$ cat config.mk
export PLATFORM = sky130hd
export DESIGN_NAME = ram_2port_arbiter
export DESIGN_NICKNAME = d
export VERILOG_FILES = /design/src/rtl/rr_arb_2.sv /design/src/rtl/ram_2port_arbiter.sv
export SDC_FILE = /design/constraint.sdc
export NUM_CORES = 1
export LEC_CHECK = 0
export ABC_AREA = 1
export CAP_MARGIN = 15
export CORE_ASPECT_RATIO = 0.9
export CORE_MARGIN = 5
export CORE_UTILIZATION = 32
export DETAILED_ROUTE_END_ITERATION = 8
export GPL_TIMING_DRIVEN = 0
export PLACE_DENSITY = 0.76
export SETUP_SLACK_MARGIN = 0.3
export SYNTH_ARGS = -nofsm -noshare
export SYNTH_HDL_FRONTEND = slang
export SYNTH_HIERARCHICAL = 1
export SYNTH_SLANG_ARGS = --single-unit
$ cat constraint.sdc
create_clock -name i_Clk -period 1.3 [get_ports i_Clk]
set_clock_uncertainty 0.15 [all_clocks]
set_input_delay 0.13 -clock i_Clk [delete_from_list [all_inputs] [get_ports i_Clk]]
set_output_delay 0.13 -clock i_Clk [all_outputs]
set_load 0.02 [all_outputs]
$ cat src/rtl/rr_arb_2.sv
// Two-input arbiter with grant-on-accept pointer update; RAM_ARB_FIXED_PRIO_EN
// turns it into a fixed-priority arbiter where A always wins.
module rr_arb_2 (
  input  logic clk,
  input  logic rst_n,
  input  logic req_a,
  input  logic req_b,
  output logic gnt_a,
  output logic gnt_b
);

`ifdef RAM_ARB_FIXED_PRIO_EN
  logic unused_clk_rst;
  assign unused_clk_rst = clk ^ rst_n;

  assign gnt_a = req_a;
  assign gnt_b = req_b & ~req_a;
`else
  // fav_b: requester B wins the next contention (A was granted last)
  logic fav_b;

  assign gnt_a = req_a & (~req_b | ~fav_b);
  assign gnt_b = req_b & (~req_a | fav_b);

  // A grant is always an accepted transfer, so the pointer moves on every grant
  always_ff @(posedge clk or negedge rst_n) begin
    if (!rst_n)     fav_b <= 1'b0;
    else if (gnt_a) fav_b <= 1'b1;
    else if (gnt_b) fav_b <= 1'b0;
  end
`endif

endmodule

$ cat src/rtl/ram_2port_arbiter.sv
// Shares a dual-port RAM between requesters A and B with independent write and read
// arbitration; RAM_ARB_FIXED_PRIO_EN selects fixed priority (A wins) instead of round-robin.
module ram_2port_arbiter #(
  parameter int WIDTH = 16,
  parameter int DEPTH = 256
) (
  input  logic                     i_Clk,
  input  logic                     i_Rst_L,
  input  logic                     i_A_Req,
  input  logic                     i_A_Wr,
  input  logic [$clog2(DEPTH)-1:0] i_A_Addr,
  input  logic [WIDTH-1:0]         i_A_Data,
  output logic                     o_A_Ack,
  output logic                     o_A_Rd_DV,
  output logic [WIDTH-1:0]         o_A_Rd_Data,
  input  logic                     i_B_Req,
  input  logic                     i_B_Wr,
  input  logic [$clog2(DEPTH)-1:0] i_B_Addr,
  input  logic [WIDTH-1:0]         i_B_Data,
  output logic                     o_B_Ack,
  output logic                     o_B_Rd_DV,
  output logic [WIDTH-1:0]         o_B_Rd_Data,
  output logic [$clog2(DEPTH)-1:0] o_Wr_Addr,
  output logic                     o_Wr_DV,
  output logic [WIDTH-1:0]         o_Wr_Data,
  output logic [$clog2(DEPTH)-1:0] o_Rd_Addr,
  output logic                     o_Rd_En,
  input  logic                     i_Rd_DV,
  input  logic [WIDTH-1:0]         i_Rd_Data
);

  localparam int   AW    = $clog2(DEPTH);
  localparam logic TAG_A = 1'b0;
  localparam logic TAG_B = 1'b1;

  logic wr_gnt_a, wr_gnt_b, rd_gnt_a, rd_gnt_b;
  logic tag_vld_p1, tag_id_p1, tag_vld_p2, tag_id_p2;

  rr_arb_2 u_wr_arb (
    .clk   (i_Clk),
    .rst_n (i_Rst_L),
    .req_a (i_A_Req & i_A_Wr),
    .req_b (i_B_Req & i_B_Wr),
    .gnt_a (wr_gnt_a),
    .gnt_b (wr_gnt_b)
  );

  rr_arb_2 u_rd_arb (
    .clk   (i_Clk),
    .rst_n (i_Rst_L),
    .req_a (i_A_Req & ~i_A_Wr),
    .req_b (i_B_Req & ~i_B_Wr),
    .gnt_a (rd_gnt_a),
    .gnt_b (rd_gnt_b)
  );

  // Each requester targets only one port per cycle, so its ack is that port's grant
  assign o_A_Ack = wr_gnt_a | rd_gnt_a;
  assign o_B_Ack = wr_gnt_b | rd_gnt_b;

  // Stage p1: registered RAM commands and read tag, captured on the accept edge
  always_ff @(posedge i_Clk or negedge i_Rst_L) begin
    if (!i_Rst_L) begin
      o_Wr_DV    <= 1'b0;
      o_Wr_Addr  <= '0;
      o_Wr_Data  <= '0;
      o_Rd_En    <= 1'b0;
      o_Rd_Addr  <= '0;
      tag_vld_p1 <= 1'b0;
      tag_id_p1  <= TAG_A;
    end else begin
      o_Wr_DV <= wr_gnt_a | wr_gnt_b;
      if (wr_gnt_a) begin
        o_Wr_Addr <= i_A_Addr;
        o_Wr_Data <= i_A_Data;
      end else if (wr_gnt_b) begin
        o_Wr_Addr <= i_B_Addr;
        o_Wr_Data <= i_B_Data;
      end
      o_Rd_En <= rd_gnt_a | rd_gnt_b;
      if (rd_gnt_a)      o_Rd_Addr <= i_A_Addr;
      else if (rd_gnt_b) o_Rd_Addr <= i_B_Addr;
      tag_vld_p1 <= rd_gnt_a | rd_gnt_b;
      tag_id_p1  <= rd_gnt_b ? TAG_B : TAG_A;
    end
  end

  // Stage p2: tag aligned with the RAM's registered read data
  always_ff @(posedge i_Clk or negedge i_Rst_L) begin
    if (!i_Rst_L) begin
      tag_vld_p2 <= 1'b0;
      tag_id_p2  <= TAG_A;
    end else begin
      tag_vld_p2 <= tag_vld_p1;
      tag_id_p2  <= tag_id_p1;
    end
  end

  assign o_A_Rd_DV   = i_Rd_DV & tag_vld_p2 & (tag_id_p2 == TAG_A);
  assign o_B_Rd_DV   = i_Rd_DV & tag_vld_p2 & (tag_id_p2 == TAG_B);
  assign o_A_Rd_Data = i_Rd_Data;
  assign o_B_Rd_Data = i_Rd_Data;

endmodule

# --- Yosys cells after proc, flatten, opt, wreduce, memory -nomap -nowiden ---
# Cells that the tools add are included.
word_totals:
  register_bits: 39
  out_inout_bits: 70
  wordCells: 51
op_classes:
  n_mux: 11
  n_bitwise: 28
  reduce_logical: 2
ops:
  columns: ["cell", "count"]
  rows:
  - ["two-way mux 16 bit", 2]
  - ["two-way mux 8 bit", 4]
  - ["AND 1 bit", 11]
  - ["inverter 1 bit", 9]
  - ["bitwise OR 1 bit", 8]
  - ["two-way mux 1 bit", 5]
  - ["nonzero test 2 bit", 2]

# --- Depth between registers and ports, before layout ---
# Gate-level depths: netlist (run 1).
depth:
  ltp_word: 7
  depth_mapped: 10

# --- Modules after synthesis ---
# Netlist (run 1), hierarchy kept.
modules_own_cells:
  columns: ["module", "instances", "cells_each", "area_per_inst_um2", "seq_area_each_um2"]
  rows:
  - ["ram_2port_arbiter", 1, 244, 1968.1, 925.9]
  - ["rr_arb_2", 2, 11, 63.8, 25.0]

# --- Worst setup path before layout (run 1) ---
# No wires, ideal clock.
synth_path:
  path_kind: "register -> output"
  startpoint: "register u_wr_arb.fav_b"
  endpoint: "output o_A_Ack"
  t_arrival_ns: 1.067
  required_ns: 1.020
  setup_slack_ns: -0.047
  stages_incl_launch_ff: 6
  path_cell_list: "dfrtp_1 -> a21oi_1 -> buf_6 -> inv_2 -> buf_6 -> nand2_1"
synth_via:
  elab_chain_cells: 4
synth_lines:
  columns: ["element", "line_no", "text"]
  rows:
  - ["start: declaration", "rr_arb_2.sv:20", "logic fav_b;"]
  - ["start signal: assignment", "rr_arb_2.sv:27", "if (!rst_n) fav_b <= 1'b0;"]
  - ["start signal: assignment", "rr_arb_2.sv:28", "else if (gnt_a) fav_b <= 1'b1;"]
  - ["start signal: assignment", "rr_arb_2.sv:29", "else if (gnt_b) fav_b <= 1'b0;"]
  - ["inverter 1 bit", "rr_arb_2.sv:22", "assign gnt_a = req_a & (~req_b | ~fav_b);"]
  - ["bitwise OR 1 bit", "rr_arb_2.sv:22", null]
  - ["AND 1 bit", "rr_arb_2.sv:22", null]
  - ["net wr_gnt_a", "ram_2port_arbiter.sv:36", "logic wr_gnt_a, wr_gnt_b, rd_gnt_a, rd_gnt_b;"]
  - ["bitwise OR 1 bit", "ram_2port_arbiter.sv:58", "assign o_A_Ack = wr_gnt_a | rd_gnt_a;"]
  - ["end: declaration", "ram_2port_arbiter.sv:13", "output logic o_A_Ack,"]
# The timed path passes the listed nets, and every way through them passes these cells.

# --- Worst setup path after layout (run 1) ---
# Same ends and word-level chain as after synthesis.

==> results of run 1 <==
critical path, delay by kind of cell (launching register included):
| kind | cells | cell delay, ps |
|---|---|---|
| simple gates | 1 | 60 |
| compound gates | 1 | 140 |
| flops | 1 | 410 |
| buf+inv | 4 | 390 |
state kept, by name (all words and copies together), names as in the netlist:
name and count:
o_Rd_Addr 8, o_Wr_Addr 8, o_Wr_DV 1, o_Wr_Data 16, tag_id_p1 1, tag_id_p2 1, tag_vld_p1 1, tag_vld_p2 1
u_rd_arb/fav_b 1, u_wr_arb/fav_b 1
synthesized netlist by cell type:
master / instances / area [um^2]
sky130_fd_sc_hd__or2_2: 1 / 6.26
sky130_fd_sc_hd__inv_2: 2 / 7.51
sky130_fd_sc_hd__buf_4: 34 / 255
sky130_fd_sc_hd__buf_2: 3 / 15.0
sky130_fd_sc_hd__nor2_8: 1 / 20.0
sky130_fd_sc_hd__nand3_1: 48 / 240
sky130_fd_sc_hd__inv_4: 1 / 6.26
sky130_fd_sc_hd__a21oi_1: 2 / 10.0
sky130_fd_sc_hd__dfrtp_1: 39 / 976
sky130_fd_sc_hd__nor2_4: 1 / 11.3
sky130_fd_sc_hd__nor2_1: 4 / 15.0
sky130_fd_sc_hd__buf_6: 6 / 67.6
sky130_fd_sc_hd__nand2_1: 112 / 420
sky130_fd_sc_hd__inv_1: 12 / 45.0
layer usage:
metal | global-route usage (%) | up-vias
met5 | 0 | -
li1 | - | 1136
met3 | 4.34 | 6
met1 | 20.5 | 1044
met2 | 32.0 | 67
met4 | 3.28 | 0
logic make-up (layout without fill, tap and decap cells):
| logic type | count (synthesis) | after routing | share of synthesized area, % |
|---|---|---|---|
| AND/OR/NAND/NOR | 167 | 167 | 34.0 |
| AO/OA/AOI/OAI | 2 | 2 | 0.478 |
| buffers and inverters | 58 | 228 | 18.9 |
| flip-flops | 39 | 39 | 46.6 |
stage by stage:
stage,setup WS [ps],util (%)
floorplan,57.1,-
global placement,-1110,53.7
detailed placement,-925,54.1
CTS,-274,59.6
global route,-322,61.5
finish,-268,61.5
layout make-up:
cell class,count,area [um^2]
Buffer,43,368
Timing Repair Buffer,161,1560
Multi-Input combinational cell,169,808
Clock inverter,1,5.00
Tap cell,90,113
Fill cell,567,2490
Inverter,15,73.8
Sequential cell,39,976
Clock buffer,7,76.3
Timing Repair inverter,1,7.51
cell usage in the layout, fill, tap and decap left out, types with 2 or more instances in the layout:
cell type,instances
sky130_fd_sc_hd__nand3_1,47
sky130_fd_sc_hd__clkbuf_1,2
sky130_fd_sc_hd__buf_6,49
sky130_fd_sc_hd__a21oi_2,2
sky130_fd_sc_hd__nand2_4,2
sky130_fd_sc_hd__inv_1,10
sky130_fd_sc_hd__nand2_1,93
sky130_fd_sc_hd__dfrtp_1,39
sky130_fd_sc_hd__inv_2,2
sky130_fd_sc_hd__nand2_2,17
sky130_fd_sc_hd__buf_4,65
sky130_fd_sc_hd__inv_8,2
sky130_fd_sc_hd__buf_8,2
sky130_fd_sc_hd__clkbuf_8,5
sky130_fd_sc_hd__clkdlybuf4s50_1,49
sky130_fd_sc_hd__dlygate4sd2_1,36
sky130_fd_sc_hd__nor2_2,2
sky130_fd_sc_hd__nor2_4,2
repair_timing:
item | CTS | global route
endpoints found under the hold margin | 20 | 20
gates cloned | 1 | 0
setup buffers | 26 | 10
pin swaps | 13 | 15
resized for setup | 286 | 17
setup endpoints to repair | 106 | 73
power groups by stage:
stage          sequential, mW  clock (mW)  combinational [mW]
6_report                 1.59       0.813                1.99
3_5_place_dp             1.57           0                1.66
2_1_floorplan            1.81           0               0.557
3_3_place_gp             1.57           0                1.63
5_1_grt                  1.62       0.866                2.13
4_1_cts                  1.59       0.824                1.88
worst paths after layout:
path                                            start                    endpoint  slack, ps  depth (start not counted)
min in group i_Clk                             i_A_Wr  u_rd_arb/fav_b$_DFFE_PN0P_         90                          4
min                                           i_Rst_L   o_Wr_Data[10]$_DFFE_PN0P_       -340                          1
max reg2reg                u_rd_arb/fav_b$_DFFE_PN0P_    o_Rd_Addr[7]$_DFFE_PN0P_       -190                          7
max                        u_wr_arb/fav_b$_DFFE_PN0P_                     o_A_Ack       -270                          6
min reg2reg                       tag_id_p1$_DFF_PN0_         tag_id_p2$_DFF_PN0_        210                          0
max in group asynchronous                     i_Rst_L    o_Wr_Addr[5]$_DFFE_PN0P_        860                          2
==> results.py, run 1 <==
metrics = {
    "setup_path": {
        "cp.required_ps": 1020,
        "setup.worst_path.end_class": "primary output",
        "max_fanout_on_critical_path": 7,
        "path_class": "flop to primary output",
        "startpoint_type": "flop",
        "largest_stage_delay_worst_path_ps": 410,
        "slowest_cp_cell": "sky130_fd_sc_hd__dfrtp_1",
        "crit_top_cell": "sky130_fd_sc_hd__buf_6",
        "critical_path.cell_chain": "a21oi_2 -> buf_6 -> inv_8 -> buf_8 -> nand2_2 -> buf_6",
        "arrival_ps": 1290,
    },
    "detailed_routing": {
        "routed_wire_length_per_instance_um": 13.9,
        "highest_signal_layer_in_the_routed_design": "met4",
        "met3RoutedLength_um": 418,
        "drt_drc_violations_left": 0,
        "dr_total_vias": 2253,
        "detail_route.first_pass.iterations": 4,
        "totalWireLength_um": 7320,
        "final_antenna_net_count": 0,
        "drt-met1-wl_um": 2880,
        "route.met2.wl_um": 3960,
        "routed_via_density": 4.28,
        "detailedRoute.firstIterationViolations": 74,
    },
    "placement": {
        "dpl_cell_area_um2": 3500,
        "detailed_place_hpwl_um": 5210,
        "placed_cells": 481,
        "place.gp.congestion": 0.743,
        "io_buffers": 124,
    },
    "timing": {
        "finalSetupViolCount": 36,
        "worst_hold_margin_ps": -338,
        "grt_setup_unrepaired": "yes",
        "setup_slack_ps": -268,
        "drv_slew": 0,
        "worst_slew_margin_rel_pct": 64.4,
        "report.final.hold_viol_count": 20,
        "tcrit_tclk_final_pct": 121,
        "fin_setup_tns_ps": -5880,
        "max_clock_freq_mhz": 638,
        "worst_margin_slew_ps": 534,
        "finalCriticalPeriod_ps": 1570,
    },
    "power": {
        "worst_vdd_rail_ir_drop_v": 0.000588,
        "cellInternalPower_mw": 2.88,
        "combPwrFrac_pct": 45.2,
        "p_leak_nw": 2.05,
        "sequentialPowerShare_pct": 36.3,
        "netSwitchingFraction_pct": 34.4,
        "power_mw": 4.40,
        "clock_power_share_pct": 18.5,
        "netSwitchingPower_mw": 1.51,
        "power.density_cell_area_nw_per_um2": 1100,
    },
    "synth": {
        "postSynthAreaPerCell_um2": 7.88,
        "postSynthRegisterBits": 39,
        "syn_inst": 266,
        "synth.net_count": 337,
        "post_synth_instance_area_um2": 2100,
        "yosysWarnings": 6,
        "post_synth_num_cell_types": 14,
        "proportion_of_synthesized_chip_area_in_sequential_cells_pct": 46.6,
    },
    "job": {
        "cap_viol_max_count": 0,
    },
    "clock_tree": {
        "h-tree-depth": 2,
        "cts-buffers-inserted": 5,
        "cts_tree": "built",
        "clk_root_buffer_cell": "sky130_fd_sc_hd__clkbuf_8",
        "clk_pin_slew_worst_paths_ps": 80,
        "clock_latency_ps": 290,
        "cts.path.max_buffers": 2,
        "clock_net_sink_count": 39,
    },
    "status": {
        "outcome": "finished with violations",
        "violations": "negative hold slack, negative setup slack",
    },
    "layout": {
        "area_growth_pct": 90.3,
        "finish.cell_count_without_fillers": 526,
        "design.final.nets": 506,
        "antennaDiodeCount": 0,
        "share_of_cells_above_drive_strength_1_pct": 36.5,
        "finish.instance_area_um2": 3990,
    },
    "global_route": {
        "globalRoute.totalOverflow": 0,
        "grt_use_total_pct": 17.4,
        "grt_start_max_net_pins": 22,
        "grt_first_pass_wirelength_um": 11300,
        "antenna_violations_before_repair": 0,
        "grt_pass1_vias": 2354,
    },
    "floorplanning": {
        "placementRows": 28,
        "num_io_pins": 141,
        "die_width_um": 95.3,
        "die-height_um": 86.8,
        "dieArea_um2": 8270,
        "floorplan.initialDensity_pct": 32.3,
        "placeableCoreArea_um2": 6480,
    },
    "worst_hold_path": {
        "min_path_type": "primary input to async pin",
    },
}
Note: power is estimated with default switching activity, not from simulation.
==> inputs of run 2 (changes only) <==
--- a/config.mk
+++ b/config.mk
@@ -6,6 +6,7 @@
 export NUM_CORES = 1
 export LEC_CHECK = 0
 export ABC_AREA = 1
+export ABC_CLOCK_PERIOD_IN_PS = 1300
 export CAP_MARGIN = 15
 export CORE_ASPECT_RATIO = 0.9
 export CORE_MARGIN = 5
==> results of run 2 <==
No change in the layout: final DEF, timing and power equal those of run 1.
==> inputs of run 3 (changes only) <==
--- a/config.mk
+++ b/config.mk
@@ -9,7 +9,7 @@
 export ABC_CLOCK_PERIOD_IN_PS = 1300
 export CAP_MARGIN = 15
 export CORE_ASPECT_RATIO = 0.9
-export CORE_MARGIN = 5
+export CORE_MARGIN = 2
 export CORE_UTILIZATION = 32
 export DETAILED_ROUTE_END_ITERATION = 8
 export GPL_TIMING_DRIVEN = 0
==> run 3 against run 2 <==
Net effect:
- the flow still finishes with violations (negative hold slack, negative setup slack)
- worst setup slack got worse by 28 ps
- total power increased by 11%
- flip-flop and latch count unchanged
- via count is 5.3% higher
- clock power grew 22%
- hold slack gained 130 ps
- sequential power hardly changed
- cell count increased by 0.76%
- largest cell class unchanged
- highest routed layer unchanged
==> results.py, run 3 (synthesis gave the netlist of run 1 again) <==
metrics = {
    "layout": {
        "area_growth_pct": 107,
        "layout_top_registers": "o_Wr_Data: 16 flops, o_Rd_Addr: 8 flops, o_Wr_Addr: 8 flops",
        "finish.instance_area_um2": 4350,
        "share_of_cells_above_drive_strength_1_pct": 46.5,
        "layout.core_utilization_pct": 69.9,
        "largest_reg_flops": 16,
        "layout.cells.most_common": "sky130_fd_sc_hd__nand2_1",
        "top_library_cells_by_usage_in_the_layout_fill_and_taps_aside": "77 x sky130_fd_sc_hd__nand2_1, 66 x sky130_fd_sc_hd__buf_4, 51 x sky130_fd_sc_hd__buf_6",
        "design.final.nets": 514,
        "top_register": "o_Wr_Data",
        "antennaDiodeCount": 0,
    },
    "timing": {
        "max_clock_freq_mhz": 626,
        "finalSetupViolCount": 35,
        "fin_setup_tns_ps": -7700,
        "worst_margin_slew_ps": 891,
        "finalCriticalPeriod_ps": 1600,
        "setup_slack_ps": -296,
        "drv_slew": 0,
        "grt_setup_unrepaired": "yes",
        "worst_hold_margin_ps": -206,
        "report.final.hold_viol_count": 39,
        "tcrit_tclk_final_pct": 123,
        "worst_slew_margin_rel_pct": 40.6,
    },
    "setup_path": {
        "max_fanout_on_critical_path": 4,
        "arrival_ps": 1320,
        "slowest_cp_cell": "sky130_fd_sc_hd__dfrtp_1",
        "critical_path.cell_chain": "a21oi_2 -> buf_6 -> inv_8 -> buf_8 -> nand2_4 -> buf_6",
        "startpoint_type": "flop",
        "largest_stage_delay_worst_path_ps": 420,
        "cp.required_ps": 1020,
        "setup.worst_path.end_class": "primary output",
        "crit_reg_reg_startpoint": "u_wr_arb/fav_b$_DFFE_PN0P_",
        "r2r_cells": 8,
        "path_class": "flop to primary output",
        "critPathLaunch": "u_wr_arb/fav_b$_DFFE_PN0P_",
        "crit_top_cell": "sky130_fd_sc_hd__buf_6",
    },
    "global_route": {
        "globalRoute.totalOverflow": 0,
        "grt_first_pass_wirelength_um": 10000,
        "grt_pass1_vias": 2246,
        "grt_start_max_net_pins": 40,
        "grt_use_total_pct": 18.3,
        "antenna_violations_before_repair": 0,
    },
    "clock_tree": {
        "cts.path.max_buffers": 2,
        "clock_net_sink_count": 39,
        "clk_pin_slew_worst_paths_ps": 70,
        "cts_tree": "built",
        "clk_root_buffer_cell": "sky130_fd_sc_hd__clkbuf_8",
        "h-tree-depth": 2,
        "cts-buffers-inserted": 5,
        "clock_latency_ps": 300,
    },
    "job": {
        "cap_viol_max_count": 0,
    },
    "placement": {
        "io_buffers": 124,
        "detailed_place_hpwl_um": 4520,
        "dpl_cell_area_um2": 3470,
        "place.gp.congestion": 0.792,
    },
    "detailed_routing": {
        "routed_via_density": 4.48,
        "dr_total_vias": 2372,
        "final_antenna_net_count": 0,
        "routed_wire_length_per_instance_um": 13.9,
        "drt_drc_violations_left": 0,
        "totalWireLength_um": 7380,
        "detailedRoute.firstIterationViolations": 75,
        "detail_route.first_pass.iterations": 4,
    },
    "power": {
        "p_leak_nw": 2.31,
        "power.density_cell_area_nw_per_um2": 1120,
        "worst_vdd_rail_ir_drop_v": 0.000618,
    },
    "status": {
        "violations": "negative hold slack, negative setup slack",
        "outcome": "finished with violations",
    },
    "floorplanning": {
        "placementRows": 27,
        "num_io_pins": 141,
        "die-height_um": 80.8,
        "dieArea_um2": 7210,
        "floorplan.initialDensity_pct": 33.7,
        "die_width_um": 89.3,
        "placeableCoreArea_um2": 6220,
    },
    "worst_hold_path": {
        "min_path_type": "primary input to async pin",
    },
}
run 3: changes by cell type in the layout (fill, tap and decap cells not counted), sizes merged:
cell / previous run / this run
buf: 119 / 125
clkbuf: 7 / 8
bufinv: 0 / 1
clkinv: 1 / 0
run 3: report_power, final:
part | internal [mW] | switching (mW) | total (mW)
registers | 1.43 | 0.186 | 1.62
logic | 1.21 | 1.04 | 2.26
clock network | 0.563 | 0.432 | 0.995
run 3: worst paths after layout:
path | to | slack (ps)
worst max-delay path | o_A_Ack | -300
worst max register to register | o_Wr_Addr[3]$_DFFE_PN0P_ | -290
worst min register to register | tag_id_p2$_DFF_PN0_ | 210
min in group i_Clk | u_rd_arb/fav_b$_DFFE_PN0P_ | 80
worst min-delay path | o_Wr_Data[1]$_DFFE_PN0P_ | -210
max in group asynchronous | u_rd_arb/fav_b$_DFFE_PN0P_ | 640
run 3: repair_timing:
action	4_1_cts	5_1_grt
gates resized for setup	285	84
endpoints found under the setup margin	105	72
buffers inserted	24	19
endpoints found under the hold margin	39	39
cloned	1	2
pin swaps	13	7
run 3: layout make-up:
cell class	count	area (um^2)
Fill cell	501	1870
Timing Repair Buffer	169	1660
Multi-Input combinational cell	169	1040
Sequential cell	39	976
Buffer	43	378
Tap cell	87	109
Inverter	15	76.3
Clock buffer	6	72.6
Clock inverter	1	30.0
Timing Repair inverter	1	7.51
run 3: routing by layer:
metal,GRT usage [%],share of wire (%),up-vias
li1,-,-,1151
met1,21.9,39,1107
met2,31.3,51,104
met3,5.59,9.1,10
met4,5.82,1.1,0
met5,0,0,-
run 3: stage by stage:
stage / hold slack, ps / setup slack, ps / total power [mW] / std cells
after floorplan: -316 / 57.1 / 2.37 / 266
after global placement: 184 / -1040 / 3.19 / 477
after detailed placement: 167 / -928 / 3.21 / 477
after CTS: -161 / -297 / 4.44 / 509
after global routing: -121 / -340 / 5.11 / 530
final: -206 / -296 / 4.87 / 530
run 3: critical path, delay by kind of cell (launching register included):
kind / cells / cell delay [ps]
compound gates: 1 / 160
simple gates: 1 / 50
flops: 1 / 420
buf+inv: 4 / 390
